File: src/rtl/axis_width_downsizer.sv
// AXI4-Stream width downsizer.
//
// Accepts one wide beat on the slave side and emits it as RATIO narrow words on
// the master side, least-significant slice first. A single holding register
// plus a slice index keeps the beat while its words drain; a new beat may be
// loaded in the same cycle the last word is taken, so a continuous source
// yields one output word per cycle with no bubbles.
//
// Parameters:
//   S_AXIS_TDATA_WIDTH  input beat width  (RATIO * M_AXIS_TDATA_WIDTH)
//   M_AXIS_TDATA_WIDTH  output word width (RATIO a power of two, 2..8)
//
// Ports:
//   aclk           clock, rising edge
//   aresetn        asynchronous active-low reset
//   s_axis_tdata   wide input beat
//   s_axis_tvalid  input beat valid
//   s_axis_tlast   input beat ends a packet
//   s_axis_tready  input beat accepted when high with tvalid
//   m_axis_tdata   narrow output word
//   m_axis_tvalid  output word valid
//   m_axis_tlast   output word ends a packet (last slice of a tlast beat)
//   m_axis_tready  downstream accepts the word
module axis_width_downsizer #(
    parameter int unsigned S_AXIS_TDATA_WIDTH = 64,
    parameter int unsigned M_AXIS_TDATA_WIDTH = 32
) (
    input  logic                          aclk,
    input  logic                          aresetn,
    input  logic [S_AXIS_TDATA_WIDTH-1:0] s_axis_tdata,
    input  logic                          s_axis_tvalid,
    input  logic                          s_axis_tlast,
    output logic                          s_axis_tready,
    output logic [M_AXIS_TDATA_WIDTH-1:0] m_axis_tdata,
    output logic                          m_axis_tvalid,
    output logic                          m_axis_tlast,
    input  logic                          m_axis_tready
);

    localparam int unsigned RATIO = S_AXIS_TDATA_WIDTH / M_AXIS_TDATA_WIDTH;
    localparam int unsigned IDX_W = $clog2(RATIO);
    localparam logic [IDX_W-1:0] IDX_MAX = IDX_W'(RATIO - 1);

    typedef enum logic [0:0] {
        StEmpty,
        StActive
    } state_e;

    state_e                        state_q, state_d;
    logic [IDX_W-1:0]              idx_q, idx_d;
    logic [S_AXIS_TDATA_WIDTH-1:0] data_q;
    logic                          last_q;

    logic                          full;
    logic                          idx_at_max;
    logic                          s_hs;
    logic                          m_hs;
    logic [M_AXIS_TDATA_WIDTH-1:0] slices [RATIO];

    for (genvar k = 0; k < RATIO; k++) begin : g_slice
        assign slices[k] = data_q[k*M_AXIS_TDATA_WIDTH +: M_AXIS_TDATA_WIDTH];
    end

    assign full       = (state_q == StActive);
    assign idx_at_max = (idx_q == IDX_MAX);

    // Gated by aresetn so the slave side reports not-ready while held in reset.
    assign s_axis_tready = aresetn & (~full | (m_axis_tready & idx_at_max));

    // Master outputs depend only on registered state: no path from the slave side.
    assign m_axis_tvalid = full;
    assign m_axis_tdata  = slices[idx_q];
    assign m_axis_tlast  = full & last_q & idx_at_max;

    assign s_hs = s_axis_tvalid & s_axis_tready;
    assign m_hs = m_axis_tvalid & m_axis_tready;

    always_comb begin
        state_d = state_q;
        idx_d   = idx_q;
        unique case (state_q)
            StEmpty: begin
                if (s_hs) begin
                    state_d = StActive;
                    idx_d   = '0;
                end
            end
            StActive: begin
                if (m_hs) begin
                    if (idx_at_max) begin
                        // Beat done: refill in the same cycle if the source offers one.
                        idx_d   = '0;
                        state_d = s_hs ? StActive : StEmpty;
                    end else begin
                        idx_d = idx_q + 1'b1;
                    end
                end
            end
            default: begin
                state_d = StEmpty;
                idx_d   = '0;
            end
        endcase
    end

    always_ff @(posedge aclk or negedge aresetn) begin
        if (!aresetn) begin
            state_q <= StEmpty;
            idx_q   <= '0;
            data_q  <= '0;
            last_q  <= 1'b0;
        end else begin
            state_q <= state_d;
            idx_q   <= idx_d;
            if (s_hs) begin
                data_q <= s_axis_tdata;
                last_q <= s_axis_tlast;
            end
        end
    end

endmodule

File: config.mk
export PLATFORM = sky130hd
export DESIGN_NAME = axis_width_downsizer
export DESIGN_NICKNAME = d
export VERILOG_FILES = /design/src/rtl/axis_width_downsizer.sv
export SDC_FILE = /design/constraint.sdc
export NUM_CORES = 1
export LEC_CHECK = 0
export ABC_AREA = 1
export CAP_MARGIN = 20
export CORE_ASPECT_RATIO = 0.75
export CORE_MARGIN = 2
export CORE_UTILIZATION = 50
export CTS_CLUSTER_DIAMETER = 60
export DETAILED_ROUTE_END_ITERATION = 7
export PLACE_DENSITY = 0.86
export SLEW_MARGIN = 10
export SYNTH_ARGS = -nofsm -noshare
export SYNTH_HDL_FRONTEND = slang
export SYNTH_SLANG_ARGS = --single-unit
File: constraint.sdc
create_clock -name aclk -period 2.8 [get_ports aclk]
set_clock_uncertainty 0.15 [all_clocks]
set_input_delay 0.84 -clock aclk [delete_from_list [all_inputs] [get_ports aclk]]
set_output_delay 0.84 -clock aclk [all_outputs]
set_load 0.1 [all_outputs]
## After elaboration in Yosys (flattened, before gate mapping)

Index checks and enable logic that the tools add are counted.

- Add/sub/neg operators: 1
- $mul: 0
- Divide/modulo/power cells: 0
- $lt $le $gt $ge: 1
- Eq/ne operators: 2
- Shift-type cells: 0
- Multiplexer cells: 11
- Bitwise operators: 9
- Reductions and logical operators: 1

Operators with widths:

| operator | count |
|---|---|
| two-way mux 32 bit | 3 |
| bitwise AND 1 bit | 6 |
| two-way mux 1 bit | 6 |
| case mux 1 bit (2 select lines) | 2 |
| >= comparator 2 bit, second input constant | 1 |
| != test 2 x 1 -> 1 bit, second input constant | 1 |
| != test 2 bit, second input constant | 1 |
| inverter 1 -> 2 bit | 1 |
| AND reduction 2 bit | 1 |
| adder 1 bit, second input constant | 1 |
| inverter 1 bit | 1 |
| bitwise OR 1 bit | 1 |

- Bits in registers: 67
- Latch bits: 0
- Memory bits (writable): 0
- ROM bits: 0
- Input port bits: 69
- Word-level logic and storage cells: 29
- Memories kept: 0

## Longest topological paths before layout

- Depth after elaboration: 8
- Mapped depth: 8
- Mapped depth without buffers: 5

## Least setup slack after synthesis

OpenSTA, ideal clock, no wires.

- Kind: input port to output port
- Start point: input aresetn
- End point: output s_axis_tready
- Arrival: 3378 ps
- Required time: 1810 ps
- Setup slack: -1568 ps
- Stages: 3
- Path through: clkbuf_1 > buf_4 > a21boi_0

- Word-level cells in the longest chain between the ends: 1

RTL lines:

| item | line | source |
|---|---|---|
| from (decl) | 29 | `input logic aresetn,` |
| bitwise AND 1 bit | 68 | `assign s_axis_tready = aresetn & (~full \| (m_axis_tready & idx_at_max));` |
| to (decl) | 33 | `output logic s_axis_tready,` |

Every way passes these cells.

## Worst setup path after layout

- Start point: register idx_q (netlist: idx_at_max)
- End point: output m_axis_tdata[19]

- Word-level cells in the longest chain between the ends: 4

RTL lines:

| item | line | source |
|---|---|---|
| from (decl) | 50 | `logic [IDX_W-1:0] idx_q, idx_d;` |
| from (signal assigned) | 114 | `idx_q <= idx_d;` |
| inverter 1 -> 2 bit (implied by the code) | 72 | `assign m_axis_tdata = slices[idx_q];` |
| two-way mux 32 bit (implied by the code) (3 in series) | 72 |  |
| to (decl) | 34 | `output logic [M_AXIS_TDATA_WIDTH-1:0] m_axis_tdata,` |

Every way passes these cells. The select of a mux whose other input is x is not followed.

==> impl_results.md <==
- Status: finished clean
- Critical Path Start Type: register
- Core area: ~0.0063 mm²
- CP arrival: 1.63 ns
- First-pass GRT wire length: between 10 and 15 mm
- Clock latency on the worst-skew pair: roughly 0.34 ns
- Mapped cell area: 0.003233 mm²
- Diode count: 0
- FILL cells: 427
- Layout cell share with drive strength beyond 1: 13.20%
- Vias in the first global route: 2930
- FP Rows: 25
- Layout Area Growth over Synthesis: 48.49%
- Port Buf Inserts: between 100 and 150
- I/O Pins: 104
- Period utilisation layout: 93.62%
- DR WL/cell: 15.18 µm
- Final Max Tran Viols: 0
- Count of final hold-check violations: 0
- Max Used Layer: met4
- Worst-Margin Slew: 0.5896 ns
- Netlist cell types: 14
- Vert. Die Dim: 73.64 µm
- Final GP Congestion: 0.8066
- Yosys synthesis warning count: 0
- Worst r2r path cells: 8
- Xor/xnor share of the synthesized area: 0%
- RSZ-0062 raised after global routing: no
- Largest net degree at the start of global routing: 135
- Initial antenna violation count: 0
- Reg2reg setup slack: 0.86 ns
- Final WL: between 8 and 9 mm
- Vias: between 3000 and 4000
- Worst-path clk slew: 0.07 ns
- Most frequent cells in the layout: 230 x nand2_1, 67 x dfrtp_1, 65 x nand4_1, 65 x clkdlybuf4s50_1, 38 x buf_12
- Gr usage total: 25.25%
- Cells after Synth: 408
- Area share of fa/ha/maj cells after synthesis: 0%
- DRT Pass-1 Iters: 6
- Met2 WL: 4.260 mm
- Max_cap viols: 0
- Most common cell after layout, fill and taps aside: nand2_1
- Worst hold path class: reg2reg
- Synth Area in Simple Gates: approximately two fifths
- Vias per cell: ~5.4
- Longest Clk Path Bufs: 2
- Reg-to-Reg Start: idx_at_max
- Die Area: 0.007132 mm²
- Worst Setup EP: m_axis_tdata[19]
- Worst setup EP type: output port
- Root Buffer: clkbuf_8
- Largest family of logic cells by synthesized area: simple AND/OR/NAND/NOR gates
- Mux cell area share after synthesis: 0%
- Final nets: approximately 570
- Post-synthesis compound-gate area fraction: less than 1%
- Chip width: 96.85 µm
- Met1 WL: approximately 3.8 mm
- Syn nets: 477
- Initial core utilization: 51.42%
- CTS buffer count: 9
- Residual DRC count: 0
- Slew headroom: 60.69%
- Synthesized area per cell: 7.924 µm²
- Fin cells: 581
- Clock sink count: 67
- WS Path Type: reg2out
- Final ANT Viol Nets: 0
- Critical path origin: idx_at_max
- Cell count after placement: 566
- Grt total ovfl: 0
- Share of the yosys chip area belonging to registers: between 50 and 60%
- H-tree depth: 3
- Post-CTS Hold Buffers: 0
- FMAX: 381.5 MHz
- Setup-failing EPs final: 0
- DP HPWL: 5.889 mm
- Crit path required time: 1.81 ns
- CTS tree: built
- R2R Path End: data_q[6]
- Routed wl met3: about 630 µm
- Flops & latches, synth: 67
- Post-layout min period: around 2.6 ns
- CP max FO: 24
- Initial DRC Count: 180
==> flip-flops by register name (all words and copies together), names as in the netlist <==
register and flops:
m_axis_tvalid 1, data_q 64, last_q 1, idx_at_max 1
==> worst min-delay path by stage <==
stage	start	endpoint	slack (ns)	cells past startpoint
final	last_q	last_q	0.32	2
after global routing	data_q[0]	data_q[0]	0.34	2
after CTS	data_q[54]	data_q[54]	0.32	2
after detailed placement	data_q[16]	data_q[16]	0.31	2
after floorplan	data_q[52]	data_q[52]	0.29	2
after global placement	data_q[59]	data_q[59]	0.30	2
==> timing repair <==
item / 4_1_cts / 5_1_grt
endpoints found under the hold margin: 0 / 0
buffers inserted: 1 / 0
pin swaps: 1 / 1
endpoints found under the setup margin: 1 / 1
gates resized for setup: 1 / 1
==> synth_stat cells <==
library cell / count / area (µm²)
nand2_1: 231 / 867.1
dfrtp_1: 67 / 1677
nand4_1: 65 / 406.6
buf_2: 15 / 75.07
buf_6: 9 / 101.4
clkbuf_1: 8 / 30.03
buf_4: 3 / 22.52
nand3_1: 3 / 15.01
inv_1: 2 / 7.510
a21boi_0: 1 / 7.510
buf_1: 1 / 3.750
nand2_2: 1 / 6.260
nand3_2: 1 / 10.01
nor2_1: 1 / 3.750
==> metal layers <==
metal | vias to the layer above | track usage, %
met5 | - | 0
met2 | 129 | 40.12
met1 | 1483 | 33.99
li1 | 1512 | -
met3 | 12 | 5.994
met4 | 0 | 10.33
==> metrics by stage <==
| step | hold WS (ns) | TNS, ns | cell area (µm²) | util [%] | worst slack (ns) |
|---|---|---|---|---|---|
| 2_1_floorplan | 0.2917 | 0 | 3252 | - | 0.03179 |
| 3_3_place_gp | 0.3046 | 0 | 4607 | 73.27 | 0.001869 |
| 3_5_place_dp | 0.3084 | -0.006074 | 4607 | 73.27 | -0.006074 |
| 4_1_cts | 0.3245 | 0 | 4798 | 76.32 | 0.007279 |
| 5_1_grt | 0.3411 | 0 | 4801 | 76.36 | 0.08963 |
| 6_report | 0.3195 | 0 | 4801 | 76.36 | 0.1786 |
==> area by class of cell <==
class | count | area [µm²] | share of cell area, %
timing repair buffer | 114 | 1496 | 31.17
multi-input combinational | 303 | 1338 | 27.86
clock inverter | 3 | 40.04 | 0.8340
sequential | 67 | 1677 | 34.92
inverter | 2 | 7.507 | 0.1564
tap | 81 | 101.3 | 2.111
clock buffer | 11 | 141.4 | 2.945
==> worst max-delay path: stages, from the launching register on <==
cell     delay, ns
dfrtp_1       0.38
inv_1         0.30
buf_12        0.23
nand2_1       0.06
nand2_1       0.13
buf_12        0.19
==> kinds of logic (layout without fill, tap and decap cells) <==
family,Yosys count,after routing
AOI/OAI and AO/OA,1,1
DFF,67,67
buffers and inverters,38,130
and+or+nand+nor,302,302
Power is left out: the tool's default activity adds up to more than one toggle a clock period on the data nets, which glitch-free logic cannot reach.
==> RTL change: new RTL, same flow settings <==
Make the reset (`aresetn`) synchronous in one clocked block. Comments in the files are not updated.
--- a/src/rtl/axis_width_downsizer.sv
+++ b/src/rtl/axis_width_downsizer.sv
@@ -103,7 +103,7 @@
         endcase
     end
 
-    always_ff @(posedge aclk or negedge aresetn) begin
+    always_ff @(posedge aclk) begin
         if (!aresetn) begin
             state_q <= StEmpty;
             idx_q   <= '0;
Function: differs if aresetn is asserted again (counterexample within 4 cycles, from zero or initial values and one cycle with aresetn low); with aresetn held inactive, the same outputs for 10 cycles.
==> RTL change against the original RTL <==
- synthesized area up 1.7%
- cell area rose by 0.23%
- worst setup slack better by 0.040 ns
- cell count up 23%
- wire length grew 0.14%
- utilization fell by 0.20 points
- sequential cell count stayed put
Power is left out: it rests on default switching activity, and per cell area and clock period it moved more than threefold.
==> RTL change: results (changes against the original RTL) <==
| Metric | Value |
|---|---|
| Primary FF master, synth | sky130_fd_sc_hd__dfxtp_1 (was sky130_fd_sc_hd__dfrtp_1) |
| Asr flop ratio synth | 0 (was 1.00) |
| Worst Min Path Start | data_q[63]$_SDFFE_PN0P_ (was last_q$_DFFE_PN0P_) |
| Dominant cells by area after synthesis | sky130_fd_sc_hd__dfxtp_1 41%, sky130_fd_sc_hd__nand2_1 34%, sky130_fd_sc_hd__nand3_1 11%, sky130_fd_sc_hd__inv_1 7.8%, sky130_fd_sc_hd__buf_4 1.8% (was sky130_fd_sc_hd__dfrtp_1 52%, sky130_fd_sc_hd__nand2_1 27%, sky130_fd_sc_hd__nand4_1 13%, sky130_fd_sc_hd__buf_6 3.1%, sky130_fd_sc_hd__buf_2 2.3%) |
| Number of cells traversed by the worst register-to-register path | 5 (was 8) |
| Final routed wirelength across all metal layers | 8830 µm (was 8820 µm) |
| DR vias | 3497 (was 3136) |
| Fill count | 467 (was 427) |
| Number of multi-input logic gates | 368 (was 303) |
| Cell at the slowest stage of the critical path | sky130_fd_sc_hd__dlygate4sd2_1 (was sky130_fd_sc_hd__dfrtp_1) |
| Post-Layout Cell Count | 715 (was 581) |
| Synth cell types | 12 (was 14) |
| Worst slack, placed | -0.0274 ns (was -0.00607 ns) |
| Global-route met3 utilization | 0.0752 (was 0.0599) |
| Endpoint of the most critical register-to-register path | data_q[42]$_SDFFE_PN0P_ (was data_q[6]$_DFFE_PN0P_) |
| Post-detailed-placement half-perimeter wirelength | 6120 µm (was 5890 µm) |
| Maximum number of pins on one net before global-route repair | 66 (was 135) |
| Post-route minimum period | 2.58 ns (was 2.62 ns) |
| Number of instances on the worst hold path | 4 (was 2) |
| Top fanout value on the critical path | 3 (was 24) |
| Status | completed (unchanged) |
| Placer congestion estimate | 0.808 (was 0.807) |
| Slowest stage delay, CP | 0.25 ns (was 0.38 ns) |
| Startpoint of the worst-slack reg-to-reg timing path | idx_at_max$_SDFFE_PN0P_ (was idx_at_max$_DFFE_PN0P_) |
| Most instantiated cells after synthesis | 295 x sky130_fd_sc_hd__nand2_1, 69 x sky130_fd_sc_hd__nand3_1, 68 x sky130_fd_sc_hd__inv_1 (was 231 x sky130_fd_sc_hd__nand2_1, 67 x sky130_fd_sc_hd__dfrtp_1, 65 x sky130_fd_sc_hd__nand4_1) |
| Clock buffers | 10 (was 11) |
| Cell area after layout | 4810 µm² (was 4800 µm²) |
| Fraction of final layout cells with drive strength greater than 1 | 0.107 (was 0.132) |
| Area of the multi-input gates | 1500 µm² (was 1340 µm²) |
-- RTL change: cell count changes after synthesis, sizes merged --
cell    before  now
dfrtp       67    0
nand2      232  295
buf         28   21
a21boi       1    0
clkbuf       8   15
dfxtp        0   67
nand3        4   69
nand4       65    0
inv          2   69
a21oi        0    3
-- RTL change: worst max-delay path: cells and delay by family --
| kind | cells | cell delay [ns] |
|---|---|---|
| compound gates | 1 | 0.20 |
| buf+inv | 2 | 0.44 |
| simple gates | 1 | 0.10 |
-- RTL change: cell families (layout without fill, tap and decap cells) --
| family | Yosys count | count (layout) | share of synthesized area |
|---|---|---|---|
| AND/OR/NAND/NOR | 365 | 365 | 0.443 |
| buffers and inverters | 105 | 199 | 0.143 |
| flip-flops | 67 | 67 | 0.408 |
| AO/OA/AOI/OAI | 3 | 3 | 0.00571 |
-- RTL change: metal layers --
metal	wire [µm]	vias to the layer above
met1	3820	1579
met3	594	17
met2	4250	127
li1	-	1774
met4	164	0
met5	0	-
